===== config.mk =====
export PLATFORM = sky130hd
export DESIGN_NAME = timing_control
export DESIGN_NICKNAME = d
export VERILOG_FILES = /design/src/rtl/timing_control.sv
export SDC_FILE = /design/constraint.sdc
export NUM_CORES = 1
export LEC_CHECK = 0
export BUFFER_PORTS_ARGS = -buffer_cell sky130_fd_sc_hd__buf_4
export CELL_PAD_IN_SITES_DETAIL_PLACEMENT = 1
export CELL_PAD_IN_SITES_GLOBAL_PLACEMENT = 1
export CORE_MARGIN = 1.5
export CORE_UTILIZATION = 34
export CTS_CLUSTER_DIAMETER = 40
export DETAILED_ROUTE_END_ITERATION = 6
export HOLD_SLACK_MARGIN = 0.05
export PLACE_DENSITY_LB_ADDON = 0.1
export REMOVE_ABC_BUFFERS = 1
export SLEW_MARGIN = 20
export SYNTH_ARGS = -nofsm -noshare
export SYNTH_HDL_FRONTEND = slang
export SYNTH_SLANG_ARGS = --single-unit

===== constraint.sdc =====
create_clock -name i_clk -period 2.86 [get_ports i_clk]
set_input_delay 0.858 -clock i_clk [delete_from_list [all_inputs] [get_ports i_clk]]
set_output_delay 0.858 -clock i_clk [all_outputs]
set_load 0.05 [all_outputs]

===== src/rtl/timing_control.sv =====
// timing_control: 6502 timing/IR stage; holds IR and TCU for the decoder,
// injects BRK for reset/NMI/IRQ and stalls read cycles on RDY.
//
// Ports:
//   i_clk          core clock, rising edge
//   i_reset        synchronous active-high reset
//   i_data   [7:0] data bus, sampled as opcode when TCU==0
//   i_rdy          ready; low stalls read cycles only
//   i_rw           decoder cycle direction (1 read, 0 write)
//   i_tcu_next [2:0] decoder next TCU
//   i_last_cycle   decoder: current cycle ends the instruction
//   i_nmi          NMI request, rising-edge triggered
//   i_irq          IRQ request, level sensitive
//   i_i_flag       I flag, masks IRQ
//   o_ir     [7:0] current opcode
//   o_tcu    [2:0] current cycle index
//   o_sync         opcode fetch cycle (TCU==0)
//   o_int_kind [1:0] 0 fetched, 1 IRQ, 2 NMI, 3 RESET
//   o_tcu_overflow one-clock pulse after TCU wrapped without last cycle
module timing_control #(
    parameter logic [7:0] BRK_OPCODE = 8'h00
) (
    input  logic       i_clk,
    input  logic       i_reset,
    input  logic [7:0] i_data,
    input  logic       i_rdy,
    input  logic       i_rw,
    input  logic [2:0] i_tcu_next,
    input  logic       i_last_cycle,
    input  logic       i_nmi,
    input  logic       i_irq,
    input  logic       i_i_flag,
    output logic [7:0] o_ir,
    output logic [2:0] o_tcu,
    output logic       o_sync,
    output logic [1:0] o_int_kind,
    output logic       o_tcu_overflow
);

    localparam logic [1:0] KIND_FETCH = 2'd0;
    localparam logic [1:0] KIND_IRQ   = 2'd1;
    localparam logic [1:0] KIND_NMI   = 2'd2;
    localparam logic [1:0] KIND_RESET = 2'd3;

    logic [7:0] r_ir;
    logic [2:0] r_tcu;
    logic [1:0] r_int_kind;
    logic       r_tcu_overflow;
    logic       r_nmi_pending;
    logic       r_nmi_prev;

    logic       w_advance;
    logic       w_fetch;
    logic       w_nmi_edge;
    logic       w_irq_take;

    // RDY only stalls reads; writes always complete.
    assign w_advance  = i_rdy | ~i_rw;
    assign w_fetch    = (r_tcu == 3'd0) & w_advance;
    assign w_nmi_edge = i_nmi & ~r_nmi_prev;
    assign w_irq_take = i_irq & ~i_i_flag;

    always_ff @(posedge i_clk) begin
        if (i_reset) begin
            r_ir           <= BRK_OPCODE;
            r_tcu          <= 3'd1;
            r_int_kind     <= KIND_RESET;
            r_tcu_overflow <= 1'b0;
            r_nmi_pending  <= 1'b0;
            // Prev starts high so an NMI held across reset is not an edge.
            r_nmi_prev     <= 1'b1;
        end else begin
            r_nmi_prev     <= i_nmi;
            r_tcu_overflow <= 1'b0;

            // A new edge wins over the clear from injection.
            if (w_nmi_edge) begin
                r_nmi_pending <= 1'b1;
            end else if (w_fetch && r_nmi_pending) begin
                r_nmi_pending <= 1'b0;
            end

            if (w_advance) begin
                if (r_tcu == 3'd0) begin
                    r_tcu <= 3'd1;
                    if (r_nmi_pending) begin
                        r_ir       <= BRK_OPCODE;
                        r_int_kind <= KIND_NMI;
                    end else if (w_irq_take) begin
                        r_ir       <= BRK_OPCODE;
                        r_int_kind <= KIND_IRQ;
                    end else begin
                        r_ir       <= i_data;
                        r_int_kind <= KIND_FETCH;
                    end
                end else if (i_last_cycle) begin
                    r_tcu <= 3'd0;
                end else if (r_tcu == 3'd7) begin
                    // Decoder never ended the instruction; force a fetch.
                    r_tcu          <= 3'd0;
                    r_tcu_overflow <= 1'b1;
                end else begin
                    r_tcu <= i_tcu_next;
                end
            end
        end
    end

    assign o_ir           = r_ir;
    assign o_tcu          = r_tcu;
    assign o_sync         = (r_tcu == 3'd0);
    assign o_int_kind     = r_int_kind;
    assign o_tcu_overflow = r_tcu_overflow;

endmodule


======== Yosys cells after proc, flatten, opt, wreduce, memory -nomap -nowiden ========
Index checks and enable logic that the tools add are counted.
word-level totals
  register bits ........................... 16
  output and inout port bits .............. 15
  logic and storage cells ................. 30
  input port bits ......................... 19
cells by class
  bitwise logic cells ..................... 8
  equality and inequality tests ........... 1
  muxes and demuxes ....................... 10
  reduce and logical (&&, ||, !) cells .... 5
operators with widths
  kind                                  number
  8-bit 2-to-1 mux                      2
  3-bit 2-to-1 mux                      3
  1-bit 2-to-1 mux                      4
  1-bit inverter                        4
  4-bit OR reduction                    1
  1-bit AND                             3
  3-bit == test, second input constant  1
  3-bit logical NOT                     1
  2-bit 2-to-1 mux                      1
  2-bit AND reduction                   1
  2-bit nonzero test                    1
  1-bit logical AND                     1
  1-bit OR                              1

======== Longest topological paths before layout ========
Gate-level depths: netlist (run 1).
  word-level depth ........................ 6
  gate-level depth with buffers ........... 4
  gate-level depth less buffers ........... 4

======== Worst setup path before layout (run 1) ========
No wires, ideal clock.
  path kind ............................... reg-to-output
  start point ............................. register r_tcu[2], in the netlist o_tcu[2]
  end point ............................... output o_sync
  path slack .............................. 0.894 ns
  stages on the path, launching flop included .. 3
  path buffers ............................ 0
  data required time ...................... 2.002 ns
  data arrival time ....................... 1.108 ns
  path through ............................ dfxtp_1 > or3_4 > clkinv_4
on the way
  cells in the longest elaborated chain, start to end .. 1
RTL lines
  element                 RTL line  text
  from (decl)             46        logic [2:0] r_tcu;
  from (signal assigned)  103       r_tcu <= i_tcu_next;
  3-bit logical NOT       111       assign o_sync = (r_tcu == 3'd0);
  to (decl)               35        output logic o_sync,
No other way between the ends.

======== Worst setup path in the final report (run 1) ========
Ends and elaborated chain as after synthesis.

==> qor.csv, run 1 <==
metric,value,unit
design.final.nets,126,
finClkSkew,0.005858,ns
rsz0062_at_grt,false,
cp_max_fo,10,
fill_cells,246,
topRoutingLayerUsed,met4,
holdPathEnd,r_nmi_pending,
postCtsHoldBufs,0,
cts.sinks,16,
crit_type,reg2out,
worst_pin_slew,0.5254,ns
ant_nets,0,
die_area,2342,um2
vias,657,
rrSetupSlack,1.37,ns
start_util,0.3608,
clk_path_buf_depth,2,
placementRows,16,
die_y,48.40,um
routed_wl,1822,um
worstSkewPairLatency,0.29,ns
syn-cell-area,700.7,um2
grt_pass1_wl,3049,um
worst_ep_required_time,2.00,ns
cp.arrival,1.38,ns
htree_levels,1,
antenna_found_initial,0,
setup_tns,0,ns
core_area,1942,um2
cts-root-buf,clkbuf_4,
cp-end-kind,output pin,
cts_resized,0,
regArea,320.3,um2
r2r_end,o_int_kind[0],
worst_slack,0.6245,ns
finalCoreUtilization,0.5148,
status,"complete, no violations",
die_width,48.40,um
hold_depth,2,
multi_input_area,341.6,um2
wl_met1,767,um
wl_met2,950,um
yosysUniqueCellTypes,25,
worstHoldPathType,reg2reg,
area_growth,42.68,%
r2r.worst_path.cells,3,
cts_buffers,3,
fmax,447.3,MHz
grt_usage,0.1678,
finalSetupViolCount,0,
fin_crit,2.236,ns
synth-seq-cells,16,
p_total,0.5293,mW
slew_headroom,0.6478,
route.met3.wl,90,um
drt_iter0_drc,3,
hpwl,1330,um
hp-start,r_nmi_prev,
hold_viol,0,
viasPerCell,4.940,
dp_slack,0.9184,ns
fin_crit_sh,0.7816,
powerDensity,529.5,nW/um2
cts_tree,yes,
io_pins,34,
n_antenna_cell,0,
reg2reg_from,o_tcu[2],
first_global_vias,670,
detail_route.drc_violations,0,
grt_overflow_total,0,
syn_avg_cell_area,9.598,um2
timing.hold.ws,0.4984,ns
ys_warn_count,0,
p_leak,0.4307,nW
start_kind,register,
post_cts_buffers,0,
syn_inst,73,
vdd_drop_max,0.2817,mV
drive_above_1_share,0.4811,
path_clk_slew,0.10,ns
wl_per_cell,13.70,um
port_buffers,33,
maxCapViolations,0,
final_max_slew_viol_count,0,
grt_max_degree,21,
synth-seq-area-share,0.4571,
dr.pass1.iters,3,
gp_congestion,0.6854,
[metrics by stage]
stage | area (um2) | cells
after floorplan | 681.9 | 69
after global placement | 963.4 | 129
after detailed placement | 963.4 | 129
after CTS | 999.7 | 133
after global routing | 999.7 | 133
final | 999.7 | 133
[area by class of cell]
type                            count  area share
Sequential cell                    16      0.3204
Multi-Input combinational cell     49      0.3417
Inverter                            4     0.02003
Tap cell                           27     0.03379
Timing Repair Buffer               33      0.2478
Clock buffer                        4     0.03630
[sequential cells by signal (all words and copies together) (netlist names)]
name            cells
r_nmi_prev          1
o_ir                8
o_tcu_overflow      1
r_nmi_pending       1
o_tcu               3
o_int_kind          2
[metal layers]
layer / vias up / GRT usage
li1: 331 / -
met4: 0 / 0.05714
met5: - / 0
met3: 2 / 0.04012
met2: 18 / 0.2917
met1: 306 / 0.2031
[worst max-delay path by stage]
stage | from | endpoint
floorplan | o_tcu[2] | o_sync
global placement | o_tcu[2] | o_sync
detailed placement | i_rdy | o_int_kind[0]
CTS | o_tcu[2] | o_sync
global route | o_tcu[1] | o_sync
finish | o_tcu[2] | o_sync
[logic make-up (layout without fill, tap and decap cells)]
logic type             count (synthesis)  count (layout)  synth area share
AND/OR/NAND/NOR                       25              25            0.2393
AO/OA/AOI/OAI                         23              23            0.2339
flip-flops                            16              16            0.4571
buffers and inverters                  8              41           0.05536
multiplexers                           1               1           0.01429
[critical path, cell delays in order, from the launching register on]
cell,delay [ns]
dfxtp_1,0.34
or3_4,0.43
clkinv_4,0.11
buf_4,0.21
[layout by cell type, fill, tap and decap left out, types with 2 or more instances in the layout]
master | synthesis | routed
a31o_2 | 8 | 8
o32ai_1 | 2 | 2
buf_4 | 1 | 33
nor2b_1 | 2 | 2
dfxtp_1 | 16 | 16
clkbuf_4 | 0 | 3
or4b_1 | 2 | 2
nor2_1 | 2 | 2
nand2b_1 | 10 | 10
inv_1 | 3 | 3
a21oi_1 | 10 | 10
[cells in the mapped netlist]
master | n | area, um2
a31o_2 | 8 | 70.07
nor2_1 | 2 | 7.510
nor2b_1 | 2 | 12.51
nand2_1 | 1 | 3.750
buf_4 | 1 | 7.510
clkinv_4 | 1 | 8.760
nand2b_1 | 10 | 62.56
o32ai_1 | 2 | 17.52
dfxtp_1 | 16 | 320.3
o21ai_0 | 1 | 5.000
nand3_1 | 1 | 5.000
a21boi_2 | 1 | 11.26
mux2i_1 | 1 | 10.01
a311o_1 | 1 | 10.01
nor3_2 | 1 | 10.01
nor4_1 | 1 | 6.260
nand4b_1 | 1 | 8.760
a21oi_1 | 10 | 50.05
or4b_1 | 2 | 20.02
inv_1 | 3 | 11.26
or3_4 | 1 | 11.26
nand3b_1 | 1 | 7.510
or2_2 | 1 | 6.260
clkbuf_1 | 3 | 11.26
nor2_2 | 1 | 6.260
[power breakdown]
group / total (mW) / internal, mW / switching [mW]
Clock: 0.151 / 0.0775 / 0.0736
Combinational: 0.135 / 0.0520 / 0.0828
Sequential: 0.243 / 0.235 / 0.00810
Total: 0.529 / 0.365 / 0.164
(Power assumes the default switching activity.)
==> inputs of run 2 (changes only) <==
- ABC_AREA: default -> 1
- CORE_UTILIZATION: 34 -> 30
- clock period: 2.86 -> 2.3 ns (I/O delays scaled with it)
==> qor.csv, run 2 <==
metric,value,unit
regArea,320.3,um2
fmax,550.9,MHz
cp-end-kind,output pin,
syn_inst,114,
worstSkewPairLatency,0.29,ns
place_inst,172,
gp_congestion,0.7766,
finalSetupViolCount,0,
largest_register_ffs,8,
yosys.area.top_type,dfxtp_1,
cts_buffers,3,
hold_viol,0,
rrSetupSlack,1.05,ns
status,"complete, no violations",
synth_async_sr_flop_share,0,
final_max_slew_viol_count,0,
netlist_top_cells_count,"nand2_1, inv_1, nor2_1, dfxtp_1, nand3_1",
yosys.area_share.simple,0.3673,
cts-root-buf,clkbuf_4,
die_y,52.98,um
port_buffers,33,
start_kind,register,
synth-adder-area-share,0,
placementRows,17,
post_cts_buffers,0,
worst_pin_slew,0.3704,ns
stdcell_count,176,
synthTopCellsByArea,"dfxtp_1, nand2_1, inv_1",
holdPathEnd,o_int_kind[1],
grt_pass1_wl,3042,um
layout.cells.most_common,buf_4,
wl_met2,879,um
io_pins,34,
htree_levels,1,
r2r.worst_path.cells,6,
drive_above_1_share,0.3176,
routed_wl,1853,um
wl_met1,829,um
reg2reg_from,o_tcu[1],
fill_cells,320,
synth_edf_count,0,
grt_usage,0.1528,
cp.arrival,1.13,ns
n_antenna_cell,0,
syn-cell-area,749.5,um2
most-common-layout-cells,"buf_4, nand2_1, inv_1, nor2_1, dfxtp_1",
ys_warn_count,0,
synth_xor_area_frac,0,
r2r_end,o_int_kind[0],
cts_tree,yes,
yosysMostFrequentCell,nand2_1,
multi_input_area,322.8,um2
dr.pass1.iters,4,
powerDensity,736.6,nW/um2
fin_crit,1.815,ns
antenna_found_initial,0,
ant_nets,0,
grt_max_degree,15,
grt_overflow_total,0,
fin_crit_sh,0.7892,
synth_compound_area_frac,0.06344,
hold_depth,2,
yosysUniqueCellTypes,15,
synth_top_family_by_area,simple AND/OR/NAND/NOR gates,
yosys.area.top_type_share,0.4274,
worstHoldPathType,reg2reg,
die_width,52.98,um
cts_resized,0,
maxCapViolations,0,
core_area,2276,um2
path_clk_slew,0.10,ns
vias,766,
syn_avg_cell_area,6.574,um2
worst_ep_required_time,1.61,ns
route.met3.wl,115,um
synthMuxAreaShare,0,
area_growth,39.40,%
hpwl,1446,um
synth-seq-cells,16,
cp_max_fo,4,
design.final.nets,168,
finClkSkew,0.002135,ns
clk_path_buf_depth,2,
topRoutingLayerUsed,met4,
drt_iter0_drc,5,
p_leak,0.5717,nW
detail_route.drc_violations,0,
die_area,2807,um2
hp-start,o_int_kind[1],
crit_type,reg2out,
slew_headroom,0.7528,
start_util,0.3293,
first_global_vias,748,
rsz0062_at_grt,false,
viasPerCell,4.352,
wl_per_cell,10.53,um
setup_tns,0,ns
cts.sinks,16,
postCtsHoldBufs,0,
vdd_drop_max,0.3161,mV
synth-seq-area-share,0.4274,
yosys_most_used_dff,dfxtp_1,
==> run 2: cell count changes in the layout (fill, tap and decap cells not counted), sizes merged, moves of 4 or more <==
cell    change
o21ai       +4
a21oi       -7
nand3       +7
nor2       +21
inv        +19
nand2b     -10
nand2      +31
a31o        -8
==> run 2: metrics by stage <==
| step | utilization | setup WS [ns] | hold slack, ns | instance area, um2 | power [mW] |
|---|---|---|---|---|---|
| 6_report | 0.4590 | 0.4849 | 0.4757 | 1045 | 0.7696 |
| 5_1_grt | 0.4590 | 0.3961 | 0.5237 | 1045 | 0.8146 |
| 4_1_cts | 0.4590 | 0.4712 | 0.4765 | 1045 | 0.7787 |
| 3_5_place_dp | 0.4431 | 0.5993 | 0.4524 | 1008 | 0.5847 |
| 3_3_place_gp | 0.4431 | 0.6635 | 0.4463 | 1008 | 0.5791 |
| 2_1_floorplan | - | 0.5096 | 0.4513 | 725.7 | 0.4972 |
==> run 2: final cells by class <==
cell class                 instances  area share
clock buffer                       4     0.03473
inverter                          22     0.07904
multi-input combinational         73      0.3090
sequential                        16      0.3066
tap                               28     0.03353
timing repair buffer              33      0.2371
==> run 2: logic make-up (layout without fill, tap and decap cells) <==
logic type | count (synthesis) | count (layout)
flip-flops | 16 | 16
AND/OR/NAND/NOR | 64 | 64
buffers and inverters | 25 | 59
AO/OA/AOI/OAI | 9 | 9
==> run 2: worst max-delay path by stage <==
stage / start / cells after the start / to / slack [ns]
3_3_place_gp: i_rw / 7 / o_int_kind[0] / 0.66
4_1_cts: o_tcu[1] / 4 / o_sync / 0.47
6_report: o_tcu[1] / 4 / o_sync / 0.48
3_5_place_dp: i_rw / 7 / o_int_kind[0] / 0.60
5_1_grt: o_tcu[1] / 4 / o_sync / 0.40
2_1_floorplan: o_tcu[2] / 3 / o_sync / 0.51
==> run 2: worst max-delay path: stages (launching register included) <==
cell and delay, ns:
dfxtp_1 0.36, nor2_2 0.14, nand2_2 0.08, inv_1 0.06
buf_4 0.19
==> run 2: layer usage <==
layer | vias up | track usage
met5 | - | 0
met4 | 0 | 0.08974
met3 | 4 | 0.03107
met2 | 26 | 0.2604
met1 | 332 | 0.1747
li1 | 404 | -
==> run 2: power breakdown <==
group | leakage [nW] | internal, mW | switching [mW]
logic | 0.419 | 0.0836 | 0.171
registers | 0.132 | 0.303 | 0.0163
clock network | 0.0210 | 0.0965 | 0.0987
total | 0.572 | 0.483 | 0.286
==> inputs of run 3 (changes only) <==
- clock period: 2.3 -> 1.8 ns (I/O delays scaled with it)
==> qor.csv, run 3 (synthesized netlist as in run 2, its figures left out) <==
metric,value,unit
vdd_drop_max,0.4827,mV
gp_congestion,0.7881,
die_y,52.98,um
p_leak,0.5717,nW
setup_tns,0,ns
r2r_end,o_ir[5],
postCtsHoldBufs,0,
most-common-layout-cells,"buf_4, nand2_1, inv_1, nor2_1, dfxtp_1",
area_growth,39.40,%
rsz0062_at_grt,false,
r2r.worst_path.cells,6,
wl_per_cell,10.49,um
fmax,602.6,MHz
first_global_vias,703,
finalSetupViolCount,0,
final_max_slew_viol_count,0,
switching_share,0.3676,
reg2reg_from,o_tcu[1],
io_pins,34,
cp_max_fo,4,
intPower,0.6177,mW
grt_usage,0.1491,
start_util,0.3293,
die_width,52.98,um
cts-root-buf,clkbuf_4,
ant_nets,0,
endpoint,o_sync,
maxCapViolations,0,
clk_path_buf_depth,2,
cts.sinks,16,
cts_resized,0,
combinationalPowerShare,0.335,
p_seq_frac,0.417,
placementRows,17,
power_switching,0.3592,mW
cp-end-kind,output pin,
post_cts_buffers,0,
status,"complete, no violations",
layout.cells.most_common,buf_4,
cts_tree,yes,
fin_crit_sh,0.9220,
pwr-share-clk,0.248,
worstHoldPathType,in2reg,
routed_wl,1846,um
design.final.nets,168,
port_buffers,33,
detail_route.drc_violations,0,
slew_headroom,0.7529,
fin_crit,1.660,ns
worst_pin_slew,0.3703,ns
drive_above_1_share,0.3176,
viasPerCell,4.460,
n_antenna_cell,0,
powerDensity,935.1,nW/um2
grt_overflow_total,0,
crit_type,reg2out,
finalCoreUtilization,0.4590,
drt_iter0_drc,7,
hpwl,1480,um
hold_viol,0,
antenna_found_initial,0,
grt_max_degree,15,
htree_levels,1,
path_clk_slew,0.10,ns
worstSkewPairLatency,0.29,ns
grt_pass1_wl,2973,um
rrSetupSlack,0.55,ns
finClkSkew,0.001072,ns
worst_ep_required_time,1.26,ns
fill_cells,315,
start_kind,register,
dr.pass1.iters,4,
die_area,2807,um2
cts_buffers,3,
cp.arrival,1.12,ns
largest_register_ffs,8,
startpoint,o_tcu[1],
core_area,2276,um2
vias,785,
-- run 3: worst min-delay path by stage --
stage / start / endpoint / slack (ns) / cells past startpoint
2_1_floorplan: r_nmi_prev / r_nmi_pending / 0.45 / 3
3_5_place_dp: o_int_kind[1] / o_int_kind[1] / 0.45 / 2
3_3_place_gp: o_int_kind[1] / o_int_kind[1] / 0.45 / 2
6_report: i_reset / o_tcu[2] / 0.42 / 2
5_1_grt: i_reset / o_tcu[2] / 0.42 / 2
4_1_cts: i_reset / o_tcu[2] / 0.40 / 2
-- run 3: power by group through the flow --
| stage | registers (mW) | clock network (mW) | logic (mW) |
|---|---|---|---|
| global route | 0.412 | 0.264 | 0.357 |
| detailed placement | 0.416 | 0 | 0.332 |
| global placement | 0.415 | 0 | 0.325 |
| finish | 0.408 | 0.242 | 0.327 |
| floorplan | 0.521 | 0 | 0.115 |
| CTS | 0.408 | 0.256 | 0.332 |
-- run 3: worst max-delay path: stages, from the launching register on --
cell and delay (ns):
dfxtp_1 0.36, nor2_2 0.15, nand2_2 0.08, inv_1 0.06
buf_4 0.19
-- run 3: cell type report --
| type | instances | area [um2] | area share |
|---|---|---|---|
| Clock buffer | 4 | 36.28 | 0.03473 |
| Timing Repair Buffer | 33 | 247.7 | 0.2371 |
| Inverter | 22 | 82.58 | 0.07904 |
| Sequential cell | 16 | 320.3 | 0.3066 |
| Multi-Input combinational cell | 73 | 322.8 | 0.3090 |
| Tap cell | 28 | 35.03 | 0.03353 |
-- run 3: metrics by stage --
step | hold slack, ns | instances | instance area [um2] | worst slack [ns] | total power [mW]
2_1_floorplan | 0.4513 | 111 | 725.7 | 0.1596 | 0.6353
4_1_cts | 0.4045 | 176 | 1045 | 0.1167 | 0.9960
3_3_place_gp | 0.4458 | 172 | 1008 | 0.3043 | 0.7400
6_report | 0.4213 | 176 | 1045 | 0.1404 | 0.9769
3_5_place_dp | 0.4509 | 172 | 1008 | 0.2526 | 0.7476
5_1_grt | 0.4183 | 176 | 1045 | 0.05970 | 1.033
-- run 3: per-layer routing --
layer  part of all wire  routed length, um  vias up  track usage
li1                   -                  -      406            -
met1               0.43                785      354       0.1621
met2               0.50                924       21       0.2583
met3              0.056                103        4      0.03672
met4              0.018                 33        0      0.08974
met5                  0                  0        -            0
